===== src/rtl/ibex_bus_arbiter.sv =====
// Shares one Ibex-protocol slave port between NUM_MASTERS requesters, with lock-until-grant,
// an in-order ID FIFO for response routing and a sticky protocol-violation flag.
module ibex_bus_arbiter #(
    parameter int unsigned NUM_MASTERS     = 2,
    parameter int unsigned MAX_OUTSTANDING = 2,
    parameter bit          RR_EN           = 1'b1,
    localparam int unsigned CntW = $clog2(MAX_OUTSTANDING + 1),
    localparam int unsigned IdxW = $clog2(NUM_MASTERS),
    localparam int unsigned PtrW = (MAX_OUTSTANDING > 1) ? $clog2(MAX_OUTSTANDING) : 1
) (
    input  logic                      clk_i,
    input  logic                      rst_ni,
    input  logic [NUM_MASTERS-1:0]    m_req_i,
    output logic [NUM_MASTERS-1:0]    m_gnt_o,
    output logic [NUM_MASTERS-1:0]    m_rvalid_o,
    input  logic [NUM_MASTERS-1:0]    m_we_i,
    input  logic [NUM_MASTERS*4-1:0]  m_be_i,
    input  logic [NUM_MASTERS*32-1:0] m_addr_i,
    input  logic [NUM_MASTERS*32-1:0] m_wdata_i,
    output logic [31:0]               m_rdata_o,
    output logic                      m_err_o,
    output logic                      s_req_o,
    output logic                      s_we_o,
    output logic [3:0]                s_be_o,
    output logic [31:0]               s_addr_o,
    output logic [31:0]               s_wdata_o,
    input  logic                      s_gnt_i,
    input  logic                      s_rvalid_i,
    input  logic                      s_err_i,
    input  logic [31:0]               s_rdata_i,
    output logic [CntW-1:0]           outstanding_o,
    output logic                      protocol_err_o
);

    logic [IdxW-1:0] sel;
    logic [IdxW-1:0] rr_q, rr_d;
    logic [IdxW-1:0] lock_idx_q, lock_idx_d;
    logic            lock_q, lock_d;
    logic            err_q, err_d;
    logic            full, push, pop;
    logic [IdxW-1:0] fifo_q [MAX_OUTSTANDING];
    logic [PtrW-1:0] wr_q, rd_q;
    logic [CntW-1:0] cnt_q, cnt_d;

    function automatic logic [PtrW-1:0] ptr_inc(input logic [PtrW-1:0] p);
        return (p == PtrW'(MAX_OUTSTANDING - 1)) ? '0 : p + 1'b1;
    endfunction

    assign full = (cnt_q == CntW'(MAX_OUTSTANDING));

    // Descending scan so the lowest offset from the start point wins.
    always_comb begin
        int unsigned j;
        j   = 0;
        sel = '0;
        if (lock_q) begin
            sel = lock_idx_q;
        end else if (RR_EN) begin
            for (int i = NUM_MASTERS - 1; i >= 0; i--) begin
                j = int'(rr_q) + i;
                if (j >= NUM_MASTERS) j = j - NUM_MASTERS;
                if (m_req_i[IdxW'(j)]) sel = IdxW'(j);
            end
        end else begin
            for (int i = NUM_MASTERS - 1; i >= 0; i--) begin
                if (m_req_i[i]) sel = IdxW'(i);
            end
        end
    end

    assign s_req_o   = m_req_i[sel] & ~full;
    assign s_we_o    = s_req_o & m_we_i[sel];
    assign s_be_o    = s_req_o ? m_be_i[4*sel +: 4] : '0;
    assign s_addr_o  = s_req_o ? m_addr_i[32*sel +: 32] : '0;
    assign s_wdata_o = s_req_o ? m_wdata_i[32*sel +: 32] : '0;

    assign push = s_req_o & s_gnt_i;
    assign pop  = s_rvalid_i & (cnt_q != '0);

    always_comb begin
        m_gnt_o      = '0;
        m_gnt_o[sel] = push;
        m_rvalid_o   = '0;
        if (pop) m_rvalid_o[fifo_q[rd_q]] = 1'b1;
    end

    assign m_rdata_o      = s_rdata_i;
    assign m_err_o        = s_err_i;
    assign outstanding_o  = cnt_q;
    assign protocol_err_o = err_q;

    always_comb begin
        rr_d       = rr_q;
        lock_d     = lock_q;
        lock_idx_d = lock_idx_q;
        err_d      = err_q;
        cnt_d      = cnt_q;
        if (RR_EN && push) rr_d = (sel == IdxW'(NUM_MASTERS - 1)) ? '0 : sel + 1'b1;
        if (push) begin
            lock_d = 1'b0;
        end else if (s_req_o) begin
            lock_d     = 1'b1;
            lock_idx_d = sel;
        end else if (lock_q) begin
            // Locked master withdrew its request before being granted.
            lock_d = 1'b0;
            err_d  = 1'b1;
        end
        if (s_rvalid_i && cnt_q == '0) err_d = 1'b1;
        if (push && !pop) cnt_d = cnt_q + 1'b1;
        else if (pop && !push) cnt_d = cnt_q - 1'b1;
    end

    always_ff @(posedge clk_i or negedge rst_ni) begin
        if (!rst_ni) begin
            rr_q       <= '0;
            lock_q     <= 1'b0;
            lock_idx_q <= '0;
            err_q      <= 1'b0;
            cnt_q      <= '0;
            wr_q       <= '0;
            rd_q       <= '0;
            for (int i = 0; i < MAX_OUTSTANDING; i++) fifo_q[i] <= '0;
        end else begin
            rr_q       <= rr_d;
            lock_q     <= lock_d;
            lock_idx_q <= lock_idx_d;
            err_q      <= err_d;
            cnt_q      <= cnt_d;
            if (push) begin
                fifo_q[wr_q] <= sel;
                wr_q         <= ptr_inc(wr_q);
            end
            if (pop) rd_q <= ptr_inc(rd_q);
        end
    end

endmodule


===== config.mk =====
export PLATFORM = sky130hd
export DESIGN_NAME = ibex_bus_arbiter
export DESIGN_NICKNAME = d
export VERILOG_FILES = /design/src/rtl/ibex_bus_arbiter.sv
export SDC_FILE = /design/constraint.sdc
export NUM_CORES = 1
export LEC_CHECK = 0
export ABC_AREA = 1
export BUFFER_PORTS_ARGS = -buffer_cell sky130_fd_sc_hd__clkbuf_2
export CORE_AREA = 4 4 111 113
export DETAILED_ROUTE_END_ITERATION = 10
export DIE_AREA = 0 0 115 117
export PLACE_DENSITY = 0.49
export SLEW_MARGIN = 10
export SYNTH_ARGS = -nofsm -noshare
export SYNTH_HDL_FRONTEND = slang
export SYNTH_SLANG_ARGS = --single-unit

===== constraint.sdc =====
create_clock -name clk_i -period 1.9 [get_ports clk_i]
set_clock_uncertainty 0.05 [all_clocks]
set_input_delay 0.095 -clock clk_i [delete_from_list [all_inputs] [get_ports clk_i]]
set_output_delay 0.095 -clock clk_i [all_outputs]
set_load 0.02 [all_outputs]

**After elaboration in Yosys (flattened, before gate mapping)**

Index checks and enable logic that the tools add are counted.
W data, S select, Z words.

- Bits in registers: 10
- Input port bits: 177
- Output and inout bits: 110
- Logic and storage cells: 97

- Add/sub/neg operators: 8
- Order comparisons: 11
- Eq/ne operators: 3
- Shift operators: 3
- Multiplexer cells: 40
- Bitwise logic cells: 9
- Reductions and logical operators: 14

Operators by type and width:

| operator | count |
|---|---|
| $shiftx A64 B7 Y32 | 2 |
| $mux W32 | 2 |
| $mux W1 | 30 |
| $lt A1 B2 Y1 const B | 4 |
| $shiftx A8 B4 Y4 | 1 |
| $ge A2 B2 Y1 const B | 3 |
| $logic_and A1 B1 Y1 | 6 |
| $mux W2 | 3 |
| $reduce_bool A2 Y1 | 3 |
| $and A1 B1 Y1 | 4 |
| $mux W4 | 1 |
| $ne A2 B1 Y1 const B | 2 |
| $not A1 Y2 | 2 |
| $add A1 B1 Y1 const B | 3 |
| $demux W1 S1 | 3 |
| $reduce_and A3 Y1 | 1 |
| $add A1 B1 Y2 const B | 1 |
| $add A2 B1 Y2 const B | 1 |
| $and A2 B2 Y2 | 1 |
| $bwmux W2 | 1 |
| $eq A2 B2 Y1 const B | 1 |
| $ge A1 B1 Y1 const B | 2 |
| $ge A1 B2 Y1 const B | 1 |
| $logic_not A1 Y1 | 2 |
| other kinds (6) | 8 |

**Logic depth before layout (Yosys ltp)**

Gate-level depths: netlist of run 1.

- Word-level depth: 17
- Gate-level depth with buffers: 10
- Gate-level depth less buffers: 10

**Worst setup path after synthesis of run 1**

No wires, ideal clock.

- Path kind: flip-flop to flip-flop
- Start: reg cnt_q[1] (netlist: outstanding_o[1])
- End: reg cnt_q[1] (netlist: outstanding_o[1])
- Library setup time: 131 ps
- Data arrival time: 1,625 ps
- Data required time: 1,719 ps
- Path slack: 94 ps
- Stages on the path, launching flop included: 10
- Path buffers: 0
- Cell sequence: dfrtp_1 -> inv_1 -> nor2_1 -> nor2_2 -> nand2_2 -> nor2_2 -> ha_1 -> a21oi_1 -> o21ai_0 -> xor2_1

- Longest elaborated chain between the ends: 7
- Elaborated cells between the ends (all ways): 15

Ends and longest elaborated chain:

| item | RTL line | text |
|---|---|---|
| start, declared | 43 | `logic [CntW-1:0] cnt_q, cnt_d;` |
| start signal, assigned | 129 | `cnt_q <= cnt_d;` |
| $eq A2 B2 Y1 | 49 | `assign full = (cnt_q == CntW'(MAX_OUTSTANDING));` |
| $not A1 Y1 | 71 | `assign s_req_o = m_req_i[sel] & ~full;` |
| $and A1 B1 Y1 | 71 |  |
| $and A1 B1 Y1 | 77 | `assign push = s_req_o & s_gnt_i;` |
| $logic_not A1 Y1 | 111 | `else if (pop && !push) cnt_d = cnt_q - 1'b1;` |
| $logic_and A1 B1 Y1 | 111 |  |
| $reduce_bool A2 Y1 (no line) | - |  |

Several ways; a longest one is shown, not always the timed one. The select of a mux whose other input is x is not followed.
A chain may end at the register's enable or synchronous reset.

**Final worst setup path of run 1**

- Start: reg lock_q
- End: out s_we_o

- Longest elaborated chain between the ends: 5
- Elaborated cells between the ends (all ways): 7

Ends and longest elaborated chain:

| item | RTL line | text |
|---|---|---|
| start, declared | 38 | `logic lock_q, lock_d;` |
| start signal, assigned | 126 | `lock_q <= lock_d;` |
| $mux W1 * | 56 | `if (lock_q) begin` |
| $mux W1 (not written as such) (2 in a row) | 71 |  |
| $and A1 B1 Y1 | 71 |  |
| $and A1 B1 Y1 * | 72 | `assign s_we_o = s_req_o & m_we_i[sel];` |
| end, declared | 23 | `output logic s_we_o,` |

Every way passes the cells marked *; elsewhere a longest branch is shown, timed or not. The select of a mux whose other input is x is not followed.

==> results of run 1 <==
-- area by class of cell --
class                   count  area, sq um
clock buffers               3         75.1
multi-input cells         249         1320
repair buffers            232         1300
well taps                 143          179
flip-flops and latches     10          250
inverters                  13         51.3
fillers                  1290         8150
-- per-layer routing --
layer	track usage	up-vias
li1	-	1369
met1	0.123	1160
met2	0.215	162
met3	0.0247	7
met4	0.0266	0
met5	0	-
-- critical path, delay by kind of cell (launching register included) --
family / cells / cell delay [ps]
flip-flops: 1 / 380
buffers and inverters: 2 / 460
AO/OA/AOI/OAI: 1 / 170
AND/OR/NAND/NOR: 4 / 400
-- what timing repair did --
item / in CTS / in global routing
pin swaps: 0 / 1
gates cloned: 1 / 2
hold endpoints to repair: 10 / 0
gates resized for setup: 1 / 9
setup buffers: 0 / 1
hold buffers: 1 / 0
endpoints found under the setup margin: 36 / 65
-- synthesized netlist by cell type --
library cell	count
dfrtp_1	10
ha_1	1
nand3_1	4
inv_1	12
xnor2_1	1
or2_2	1
a21oi_1	9
nand2_1	151
nand4_1	2
nand2_2	2
o21ai_0	5
buf_6	8
buf_2	14
buf_4	33
nor2_1	6
xor2_1	2
nor2_2	3
inv_2	1
a21oi_2	62
-- kinds of logic (layout without fill, tap and decap cells) --
family,after synthesis,count (layout),share of synthesized area
DFF,10,10,0.124
xor gates and xnor gates,3,3,0.0130
and+or+nand+nor,169,169,0.327
adders and majority gates,1,1,0.00620
buffers and inverters,68,248,0.226
AOI/OAI and AO/OA,76,76,0.304
-- report_power, final --
| part | total (mW) | leakage, nW | switching [mW] | internal, mW |
|---|---|---|---|---|
| registers | 0.363 | 0.119 | 0.0576 | 0.306 |
| clock network | 0.365 | 0.0370 | 0.0927 | 0.272 |
| logic | 3.89 | 1.62 | 2.56 | 1.33 |
-- flip-flops by register name, summed over array words and instances, names as in the netlist --
signal          count
fifo_q              2
lock_idx_q          1
lock_q              1
outstanding_o       2
protocol_err_o      1
rd_q                1
rr_q                1
wr_q                1
-- cells in the final DEF (no fill, tap or decap), drive strengths merged --
cell / instances
buf: 13
o21ai: 5
dlygate4sd3: 1
xor2: 2
nand4: 2
or2: 1
ha: 1
nand3: 4
clkbuf: 221
a21oi: 71
inv: 13
nor2: 9
dfrtp: 10
nand2: 153
xnor2: 1
-- worst min-delay path by stage --
stage	startpoint	endpoint	slack, ps	depth (start not counted)
6_report	s_gnt_i	lock_q$_DFF_PN0_	50	2
5_1_grt	s_gnt_i	lock_q$_DFF_PN0_	60	2
4_1_cts	s_gnt_i	lock_q$_DFF_PN0_	50	2
3_5_place_dp	rst_ni	outstanding_o[0]$_DFFE_PN0P_	-70	1
3_3_place_gp	rst_ni	rd_q$_DFFE_PN0P_	-70	1
2_1_floorplan	rst_ni	fifo_q[0]$_DFFE_PN0P_	-250	0
-- through the flow --
step | power [mW] | instances | util | hold WS, ps | cell area (sq um)
after global routing | 5.04 | 650 | 0.280 | 64.4 | 3170
after detailed placement | 4.05 | 642 | 0.264 | -69.3 | 2990
after floorplan | 3.12 | 327 | - | -251 | 2020
after CTS | 4.55 | 647 | 0.274 | 54.6 | 3110
final | 4.62 | 650 | 0.280 | 48.4 | 3170
after global placement | 4.02 | 642 | 0.264 | -70.3 | 2990
==> impl_metrics.toml, run 1 <==
[run_status]
run_status = "completed"

[sta]
rsz0062_at_grt = "true"
fmax_ghz = 0.555
setup_viol = 0
slew_violations = 0
tns_ps = 0
final.min_clock_period_ps = 1800
period_share = 0.948
hold_violations = 0
maxSlewHeadroom = 0.823
worst_pin_slew_ps = 263
finalWorstSetupSlack_ps = 98.7

[cells_and_area]
syn_to_final_growth_pct = 57.1
drive_gt1_frac = 0.598
diodes = 0
final_nets = 687

[yosys]
synth.area.top_cells = "nand2_1 (28%), a21oi_2 (27%), dfrtp_1 (12%)"
syn_avg_cell_area_sq_um = 6.17
ys_seq_area_frac = 0.124
ys_ff_latch = 10
yosysWarnings = 0
syn_nets = 505
synth_top_area_cell = "nand2_1"
synthCells = 327
synth_cell_types = 19
syn_area_sq_mm = 0.00202
synthDominantCellAreaShare = 0.281

[worst_hold_path]
min_path_type = "input port to flop"

[drt]
route.detailed.drc = 0
route.vias.total = 2698
via_per_inst = 4.15
routed.top_layer = "met4"
wl_mm = 8.77
wire_per_inst_microns = 13.5
drt_iter0_drc = 72
route.met2.wl_mm = 4.47
ant_nets = 0
dr.pass1.iters = 4
wirelength_met1_mm = 3.27
wl_met3_microns = 938

[setup_path]
worst_setup_path_start_kind = "flop"
timing.rr.start = "lock_q$_DFF_PN0_"
r2r_cells = 9
cp_cell_sequence = "nor2_1, nand2_1, nand2_2, buf_4, nand2_1, a21oi_2, buf_2"
worstPathRequired_ps = 1750
crit_top_cell = "nand2_1"
crit_end = "s_we_o"
worst_ep_arrival_time_ps = 1660
endpoint_kind = "primary output"
reg2reg_to = "outstanding_o[1]$_DFFE_PN0P_"
path_class = "flop to primary output"
r2r_setup_slack_ps = 150
crit_start = "lock_q$_DFF_PN0_"
crit_slowest_cell = "dfrtp_1"
cp_max_fo = 21
cp_slowest_stage_delay_ps = 380

[floorplan]
die_h_microns = 117
die_area_sq_mm = 0.0135
coreArea_sq_mm = 0.0113
dieWidth_microns = 115
io_pins = 287
rows = 39
initial_core_util = 0.178

[power]
powerDensity_mw_per_mm2 = 1460
peakVddDrop_v = 0.000670
p_leak_nw = 1.77

[cts]
clk_pin_slew_ps = 40
clock_latency_ps = 240
root_buffer = "clkbuf_16"
cts_buffers = 3
clockBufferDepth = 2
cts_tree = "yes"
htreeDepth = 1
clock-sinks = 10

[grt]
grt_overflow = 0
grt_pass1_wl_mm = 12.1
grt_max_degree = 52
grt_pass1_vias = 2607
track_usage = 0.111
antenna_found_initial = 0

[placement]
dp_hpwl_mm = 6.46
finalWeightedCongestion = 0.725
io_buffers = 220
dp_slack_ps = 140

[job]
drv_cap = 0
Note: power is estimated with default switching activity, not from simulation.
==> run 2: changes to the inputs <==
--- a/config.mk
+++ b/config.mk
@@ -11,6 +11,7 @@
 export DETAILED_ROUTE_END_ITERATION = 10
 export DIE_AREA = 0 0 115 117
 export PLACE_DENSITY = 0.49
+export RECOVER_POWER = 50
 export SLEW_MARGIN = 10
 export SYNTH_ARGS = -nofsm -noshare
 export SYNTH_HDL_FRONTEND = slang
==> run 2 against run 1 <==
Effect of this change:
- sequential cell count is the same
- final cell count stayed put
- via count is the same
- routed wire length barely moved
- critical path depth stayed put
- register-to-register slack is essentially flat
- clock power about the same
- sequential share of layout area hardly changed
- core utilization about the same
- first-iteration DRC count unchanged
- non-clock buffer count did not move
- critical path type unchanged
- critical endpoint unchanged
- highest routed layer unchanged
==> impl_metrics.toml, run 2 (synthesized netlist as in run 1, its figures left out) <==
[floorplan]
die_area_sq_mm = 0.0135
initial_core_util = 0.178
coreArea_sq_mm = 0.0113
die_h_microns = 117
rows = 39
io_pins = 287
dieWidth_microns = 115

[placement]
place_area_sq_mm = 0.00299
finalWeightedCongestion = 0.725
io_buffers = 220
dp_hpwl_mm = 6.46

[setup_path]
crit_cells = 7
timing.rr.start = "lock_q$_DFF_PN0_"
worst_setup_path_start_kind = "flop"
cp_max_fo = 21
endpoint_kind = "primary output"
crit_buf_inv = 2
worstPathRequired_ps = 1750
crit_start = "lock_q$_DFF_PN0_"
worst_ep_arrival_time_ps = 1660
crit_top_cell = "nand2_1"
r2r_setup_slack_ps = 150
r2r_cells = 9
crit_slowest_cell = "dfrtp_1"
cp_slowest_stage_delay_ps = 380
crit_end = "s_we_o"
path_class = "flop to primary output"
reg2reg_to = "outstanding_o[1]$_DFFE_PN0P_"
path_delay_family = "buffers and inverters"
cp_cell_sequence = "nor2_1, nand2_1, nand2_2, buf_4, nand2_1, a21oi_2, buf_2"

[power]
p_leak_nw = 1.77
peakVddDrop_v = 0.000670
power_mw = 4.62
powerDensity_mw_per_mm2 = 1460

[cells_and_area]
final_area_sq_mm = 0.00317
most-common-layout-cells = "clkbuf_2 (215), nand2_1 (151), a21oi_2 (62), inv_1 (12), dfrtp_1 (10)"
final_nets = 687
diodes = 0
drive_gt1_frac = 0.596
final_common_cell = "clkbuf_2"
nFillCells = 1291
syn_to_final_growth_pct = 57.0
post-route-util = 0.280

[grt]
grt_max_degree = 52
grt_overflow = 0
grt_pass1_wl_mm = 12.1
grt_pass1_vias = 2607
antenna_found_initial = 0
track_usage = 0.111

[cts]
clock_latency_ps = 240
clk_pin_slew_ps = 40
root_buffer = "clkbuf_16"
cts_tree = "yes"
clockBufferDepth = 2
clock-sinks = 10
htreeDepth = 1
cts_buffers = 3

[drt]
drt_iter0_drc = 72
route.vias.total = 2698
dr.pass1.iters = 4
wl_mm = 8.77
route.detailed.drc = 0
via_per_inst = 4.15
ant_nets = 0
wire_per_inst_microns = 13.5

[sta]
fmax_ghz = 0.555
period_share = 0.948
holdWs_ps = 48.4
maxSlewHeadroom = 0.627
final.min_clock_period_ps = 1800
hold_violations = 0
worst_pin_slew_ps = 559
slew_violations = 0
tns_ps = 0
setup_viol = 0
rsz0062_at_grt = "true"

[worst_hold_path]
min_path_type = "input port to flop"

[job]
drv_cap = 0

[run_status]
run_status = "completed"
[run 2: worst min path at each step]
| stage | to | cells after the start | start |
|---|---|---|---|
| 2_1_floorplan | fifo_q[0]$_DFFE_PN0P_ | 0 | rst_ni |
| 3_3_place_gp | rd_q$_DFFE_PN0P_ | 1 | rst_ni |
| 3_5_place_dp | outstanding_o[0]$_DFFE_PN0P_ | 1 | rst_ni |
| 4_1_cts | lock_q$_DFF_PN0_ | 2 | s_gnt_i |
| 5_1_grt | lock_q$_DFF_PN0_ | 2 | s_gnt_i |
| 6_report | lock_q$_DFF_PN0_ | 2 | s_gnt_i |
[run 2: layer usage]
metal	vias to the layer above	track usage	wire (microns)
met2	162	0.215	4470
met1	1160	0.123	3270
met3	7	0.0247	938
met4	0	0.0266	84
li1	1369	-	-
met5	-	0	0
[run 2: worst reg2reg max path: cells and delay by family, from the launching register on]
family	cells	cell delay, ps
and+or+nand+nor	5	550
DFF	1	380
adders and majority gates	1	260
AOI/OAI and AO/OA	2	230
xor gates and xnor gates	1	150
[run 2: final cells by class]
type                       instances  area (sq um)  share of cell area
clock buffer                       3          75.1              0.0237
timing repair buffer             232          1300               0.409
multi-input combinational        249          1320               0.415
sequential                        10           250              0.0790
inverter                          13          51.3              0.0162
tap                              143           179              0.0565
[run 2: power by group]
group          internal, mW  switching, mW  total, mW  leakage [nW]
Combinational          1.33           2.56       3.89          1.61
Sequential            0.306         0.0576      0.363         0.119
Clock                 0.272         0.0927      0.365        0.0370
[run 2: repair_timing]
action	4_1_cts	5_1_grt
buffers inserted	0	1
hold buffers	1	0
pin swaps	0	1
gates resized for setup	1	9
cloned	1	2
setup endpoints to repair	36	65
endpoints found under the hold margin	10	0
[run 2: per-stage QoR]
| stage | setup WS, ps | std cells |
|---|---|---|
| detailed placement | 140 | 642 |
| global route | -53.1 | 650 |
| global placement | 195 | 642 |
| finish | 98.7 | 650 |
| floorplan | 94.0 | 327 |
| CTS | -2.70 | 647 |
